===== src/rtl/if_fetch_unit.sv =====
// if_fetch_unit: single-outstanding instruction fetch stage with an IF/ID holding register.
// Optional build macro FETCH_MISALIGN_CHK_EN: a misaligned PC target raises a sticky
// misalign_err and parks the unit in HALT until reset. When the macro is undefined,
// targets are force-aligned and misalign_err is tied low.
module if_fetch_unit #(
    parameter logic [31:0] RESET_PC = 32'h0000_0000
) (
    input  logic        clk,
    input  logic        rst_n,
    input  logic [31:0] npc,
    input  logic        redirect,
    output logic [31:0] pc,
    output logic        imem_req,
    output logic [31:0] imem_addr,
    input  logic [31:0] imem_rdata,
    input  logic        imem_rvalid,
    output logic        if_valid,
    output logic [31:0] if_pc,
    output logic [31:0] if_inst,
    input  logic        id_ready,
    output logic        misalign_err
);

    localparam int unsigned XLEN     = 32;
    localparam logic [XLEN-1:0] NOP_INST = 32'h0000_0013;
    localparam logic [XLEN-1:0] ALIGN_MASK = ~XLEN'(3);

`ifdef FETCH_MISALIGN_CHK_EN
    typedef enum logic [1:0] {
        S_FETCH = 2'd0,
        S_HOLD  = 2'd1,
        S_DROP  = 2'd2,
        S_HALT  = 2'd3
    } state_t;
`else
    typedef enum logic [1:0] {
        S_FETCH = 2'd0,
        S_HOLD  = 2'd1,
        S_DROP  = 2'd2
    } state_t;
`endif

    state_t          r_state;
    logic [XLEN-1:0] r_pc;
    logic            r_imem_req;
    logic            r_if_valid;
    logic [XLEN-1:0] r_if_pc;
    logic [XLEN-1:0] r_if_inst;
    logic [XLEN-1:0] w_npc_aligned;

    // Word-aligned view of the incoming next-PC
    assign w_npc_aligned = npc & ALIGN_MASK;

`ifdef FETCH_MISALIGN_CHK_EN
    logic r_misalign_err;
    assign misalign_err = r_misalign_err;
`else
    assign misalign_err = 1'b0;
`endif

    assign pc        = r_pc;
    assign imem_addr = r_pc;
    assign imem_req  = r_imem_req;
    assign if_valid  = r_if_valid;
    assign if_pc     = r_if_pc;
    assign if_inst   = r_if_inst;

    // PC update: load npc and move to ok_state, unless the target traps into HALT
    task automatic pc_update(input state_t ok_state, input logic ok_req);
`ifdef FETCH_MISALIGN_CHK_EN
        if (npc[1:0] != 2'b00) begin
            r_misalign_err <= 1'b1;
            r_if_valid     <= 1'b0;
            r_imem_req     <= 1'b0;
            r_state        <= S_HALT;
        end else
`endif
        begin
            r_pc       <= w_npc_aligned;
            r_imem_req <= ok_req;
            r_state    <= ok_state;
        end
    endtask

    // Fetch FSM with registered request and IF/ID holding register
    always_ff @(posedge clk or negedge rst_n) begin
        if (!rst_n) begin
            r_state    <= S_FETCH;
            r_pc       <= RESET_PC;
            r_imem_req <= 1'b1;
            r_if_valid <= 1'b0;
            r_if_pc    <= '0;
            r_if_inst  <= NOP_INST;
`ifdef FETCH_MISALIGN_CHK_EN
            r_misalign_err <= 1'b0;
`endif
        end else begin
            case (r_state)
                S_FETCH: begin
                    if (redirect) begin
                        // A response arriving with the redirect is stale; otherwise drain it in DROP
                        pc_update(imem_rvalid ? S_FETCH : S_DROP, imem_rvalid);
                    end else if (imem_rvalid) begin
                        r_if_inst  <= imem_rdata;
                        r_if_pc    <= r_pc;
                        r_if_valid <= 1'b1;
                        r_imem_req <= 1'b0;
                        r_state    <= S_HOLD;
                    end
                end
                S_HOLD: begin
                    // Redirect and accept both release the held word; redirect wins the PC choice
                    if (redirect || id_ready) begin
                        r_if_valid <= 1'b0;
                        pc_update(S_FETCH, 1'b1);
                    end
                end
                S_DROP: begin
                    if (redirect) begin
                        pc_update(imem_rvalid ? S_FETCH : S_DROP, imem_rvalid);
                    end else if (imem_rvalid) begin
                        r_imem_req <= 1'b1;
                        r_state    <= S_FETCH;
                    end
                end
`ifdef FETCH_MISALIGN_CHK_EN
                S_HALT: begin
                    r_imem_req <= 1'b0;
                    r_state    <= S_HALT;
                end
`endif
                default: begin
                    r_imem_req <= 1'b1;
                    r_state    <= S_FETCH;
                end
            endcase
        end
    end

endmodule


===== config.mk =====
export PLATFORM = sky130hd
export DESIGN_NAME = if_fetch_unit
export DESIGN_NICKNAME = d
export VERILOG_FILES = /design/src/rtl/if_fetch_unit.sv
export SDC_FILE = /design/constraint.sdc
export NUM_CORES = 1
export LEC_CHECK = 0
export ABC_AREA = 1
export CORE_ASPECT_RATIO = 0.5
export CORE_UTILIZATION = 41
export DETAILED_ROUTE_END_ITERATION = 6
export PLACE_DENSITY = 0.84
export SLEW_MARGIN = 20
export SYNTH_ARGS = -nofsm -noshare
export SYNTH_HDL_FRONTEND = slang
export SYNTH_SLANG_ARGS = --single-unit

===== constraint.sdc =====
create_clock -name clk -period 1.7 [get_ports clk]
set_clock_uncertainty 0.2 [all_clocks]
set_input_delay 0.17 -clock clk [delete_from_list [all_inputs] [get_ports clk]]
set_output_delay 0.17 -clock clk [all_outputs]
set_load 0.005 [all_outputs]

# Yosys cells after proc, flatten, opt, wreduce, memory -nomap -nowiden
# Index checks and enable logic that the tools add are counted.
# classes
add_sub_neg,0
multipliers,0
n_reduce_logical,9
div,0
bitwise_logic,1
muxes,19
n_shift,0
n_lt_le_gt_ge,0
eq_ne,8
# ops
cell,count
32-bit 2-to-1 mux,2
32-bit case mux with 2 select lines,1
2-bit 2-to-1 mux,6
3-bit AND reduction,3
1-bit 2-to-1 mux,7
2-bit != test (second input constant),3
3-bit != test (second input constant),2
2-bit case mux with 3 select lines,1
4-bit AND reduction,1
2-bit nonzero test,2
1-bit case mux with 3 select lines,1
2-bit by 1-bit == test with 1-bit output (second input constant),1
2-bit == test (second input constant),1
2-bit logical NOT,1
2-bit by 1-bit != test with 1-bit output (second input constant),1
1-bit case mux with 2 select lines,1
2-bit OR reduction,1
1-bit logical OR,1
1-bit NOT,1
# word_totals
latch_bits,0
ramBits,0
rom_bits,0
regBits,100
memories,0
in_bits,69
out_inout_bits,131
elab_cells,43

# Logic depth before layout (Yosys ltp)
# logic_depth
ltp_word,4
ltp_mapped,7

# Least setup slack after synthesis
# Ideal clock, no wire load.
# synth_path
path_kind,register -> register
start,register r_state[1]
end,"register r_if_pc[10], in the netlist if_pc[10]"
period_less_slack_ps,1397
path_slack_ps,303
setup_time_ps,130
arrival_ps,1066
n_path_buf,2
path_stages_with_launch,7
cell_sequence,dfrtp_1 > nor2_4 > nand3_4 > buf_6 > buf_4 > nand2_1 > o21ai_1
# synth_between
elab_chain_cells,2
# synth_lines
element,line,text
from (decl),43,state_t r_state;
from (signal assigned),88,r_state <= S_FETCH;
from (signal assigned),108,r_state <= S_HOLD;
from (signal assigned),123,r_state <= S_FETCH;
2-bit logical NOT,98,case (r_state)
3-bit AND reduction (no line),-,
to (signal assigned),105,r_if_pc <= r_pc;
to (decl),47,logic [XLEN-1:0] r_if_pc;
# Every way passes these cells.
# A chain may end at the register's enable or synchronous reset.

# Final worst setup path
# layout_path
start,"register r_pc[6], in the netlist imem_addr[6]"
end,output port pc[6]
# layout_lines
element,line,text
from (decl),44,logic [XLEN-1:0] r_pc;
from (signal assigned),89,r_pc <= RESET_PC;
to (decl),12,"output logic [31:0] pc,"
# No word-level cell between the ends.

==> summary.md <==
| Metric | Value |
|---|---|
| MaxCap Viol Count | 0 |
| Psw | 2000 uW |
| DRC | 0 |
| Antenna violations before repair | 0 |
| Mapped Avg Cell Area | 8.91 sq um |
| Vias/cell | 4.49 |
| Port buffer count | 190 |
| Pins over their slew limit | 0 |
| #FFs+latches synth | 96 |
| Crit path kind | reg2out |
| Status | finished, final reports clean |
| Initial Util | 0.427 |
| Post-Syn Area | 4090 sq um |
| Met3 WL | around 470 um |
| Final setup violation count | 0 |
| Layout cell share with drive strength beyond 1 | 0.0665 |
| Gate power share | 0.313 |
| DR top layer | met4 |
| Final HPWL DP | 7630 um |
| Clock sink count | 96 |
| Final wirelength | 10300 um |
| Fin crit period | 1.68 ns |
| Die height | between 70 and 80 um |
| Worst VDD drop | 566 uV |
| Num rows | 25 |
| CTS Buf Count | 9 |
| Die area | between 10000 and 15000 sq um |
| WHS | between 0.08 and 0.09 ns |
| First-pass GRT wire length | 16200 um |
| Pwr Density | 1170 nW/um^2 |
| Tcrit/Tclk final | 0.990 |
| DRT antenna net count | 0 |
| CP Launch Type | flop |
| Worst EP required | 1.33 ns |
| Worst path max stage delay | 0.54 ns |
| Synthesized instance count | between 400 and 500 |
| WL per Instance | 13.5 um |
| Core Util, Final | 0.657 |
| Worst-skew pair later-pin latency | approximately 0.34 ns |
| Fillers | around 770 |
| Routability cong. | 0.774 |
| Leakage | 0.00308 uW |
| GRT Residual Overflow | 0 |
| Worst setup margin | 0.0167 ns |
| Largest net degree at the start of global routing | 45 |
| Clock buffer depth | 2 |
| Area grow syn2layout | 53.8% |
| Post-synth cell types | 17 |
| Setup WS pre-CTS | -0.0205 ns |
| Crit path capture type | output port |
| Initial drt markers | between 200 and 250 |
| Vias in the first global route | between 3000 and 4000 |
| Crit-path max FO | 4 |
| YS warnings | 0 |
| Nets@finish | about 700 |
| Worst reg-to-reg setup slack | 0.21 ns |
| Die width | 143 um |
| Worst Path Buf+Inv | 1 |
| CTS clock-pin slew for the worst setup and hold paths | 0.06 ns |
| Routed wire length on met2 | 5460 um |
| Arr. time, crit path | ~1.3 ns |
| Final TNS setup | 0 ns |
| Num ports | 200 |
| Wl on met1 | 4160 um |
| CP top delay family | buffers and inverters |
| CTS tree | built |
| Seq pwr share | 0.428 |
| Crit path cell chain | clkdlybuf4s50_1 |
| N_diodes | 0 |
| Vias | approximately 3400 |
| CTS Root Cell | clkbuf_16 |
| Hold crit path type | in2async |
| Sequential share of the synthesized area | 0.588 |
| Htree depth | 3 |
| Total GRT Usage | 0.204 |
| Clock share of power | 0.259 |
| Core ar. | 9570 sq um |
| Drt first pass iters | 4 |
| Unrepaired setup endpoints after global routing | no |
| Slowest-stage cell, CP | clkdlybuf4s50_1 |
| Fmax | 594 MHz |
| Power Internal | 5390 uW |
| Fin. Hold Viols | 0 |
| Switching Share | 0.271 |
## cells in the mapped netlist
cell	instances	area (sq um)
buf_2	10	50.1
dfrtp_1	92	2300
nand3_1	31	155
o21ai_1	40	200
inv_1	65	244
nand3_4	1	17.5
nor2_4	1	11.3
conb_1	1	3.75
inv_2	1	3.75
buf_6	2	22.5
o21ai_2	1	8.76
nor2_1	6	22.5
dfstp_2	4	105
clkbuf_1	7	26.3
buf_4	40	300
nand2_1	134	503
o21ai_0	23	115
## power groups by stage
| stage | clock [uW] | combinational [uW] | sequential [uW] |
|---|---|---|---|
| after floorplan | 0 | 792 | 3190 |
| after global placement | 0 | 2260 | 3170 |
| final | 1910 | 2310 | 3160 |
| after global routing | 2050 | 2530 | 3230 |
| after CTS | 1960 | 2330 | 3160 |
| after detailed placement | 0 | 2330 | 3200 |
## metrics by stage
stage	total power [uW]	cell area [sq um]	instances
CTS	7460	6270	765
finish	7380	6290	767
global route	7810	6290	767
floorplan	3990	4110	465
detailed placement	5520	5980	747
global placement	5430	5980	747
## area by class of cell
class | count | area, sq um | area share
multi-input cells | 244 | 1060 | 0.168
repair buffers | 210 | 2120 | 0.338
well taps | 135 | 169 | 0.0268
inverters | 66 | 248 | 0.0394
flip-flops and latches | 96 | 2410 | 0.383
clock buffers | 16 | 282 | 0.0447
## repair_timing
| action | in CTS | in global routing |
|---|---|---|
| hold endpoints to repair | 93 | 0 |
| buffers inserted | 1 | 2 |
| hold buffers | 1 | 0 |
| resized for setup | 5 | 3 |
| endpoints found under the setup margin | 6 | 6 |
| pin swaps | 0 | 0 |
## per-layer routing
| metal | track usage | vias up |
|---|---|---|
| met5 | 0 | - |
| met4 | 0.0875 | 0 |
| met3 | 0.0433 | 19 |
| met2 | 0.378 | 96 |
| met1 | 0.233 | 1632 |
| li1 | - | 1698 |
## logic make-up after synthesis
family	after synthesis	share of synthesized area
AO/OA/AOI/OAI	64	0.0792
buffers and inverters	125	0.158
flip-flops	96	0.588
other	1	0.000917
AND/OR/NAND/NOR	173	0.173
## sequential cells by signal, indices dropped and copies added (netlist names)
name and flops:
r_state 2, if_valid 1, imem_addr 30, if_pc 30, imem_req 1, if_inst 32
## placed cells by master, fill, tap and decap left out, drive strengths merged
cell           netlist  layout
dlygate4sd2          0       5
clkdlybuf4s50        0     183
o21ai               64      64
dlymetal6s2s         0       1
clkbuf               7      16
dfstp                4       4
buf                 52      20
inv                 66      66
dfrtp               92      92
nand3               32      32
dlygate4sd3          0       1
nor2                 7       7
conb                 1       7
nand2              134     134
## worst paths after layout
path / start / end / cells after the start
max: imem_addr[6] / pc[6] / 1
min: rst_n / if_inst[29] / 2
max reg2reg: r_state[0] / imem_addr[3] / 7
min reg2reg: if_valid / if_valid / 2
max in group asynchronous: rst_n / if_inst[25] / 3
min in group clk: imem_rdata[4] / if_inst[4] / 3
(Power assumes the default switching activity.)
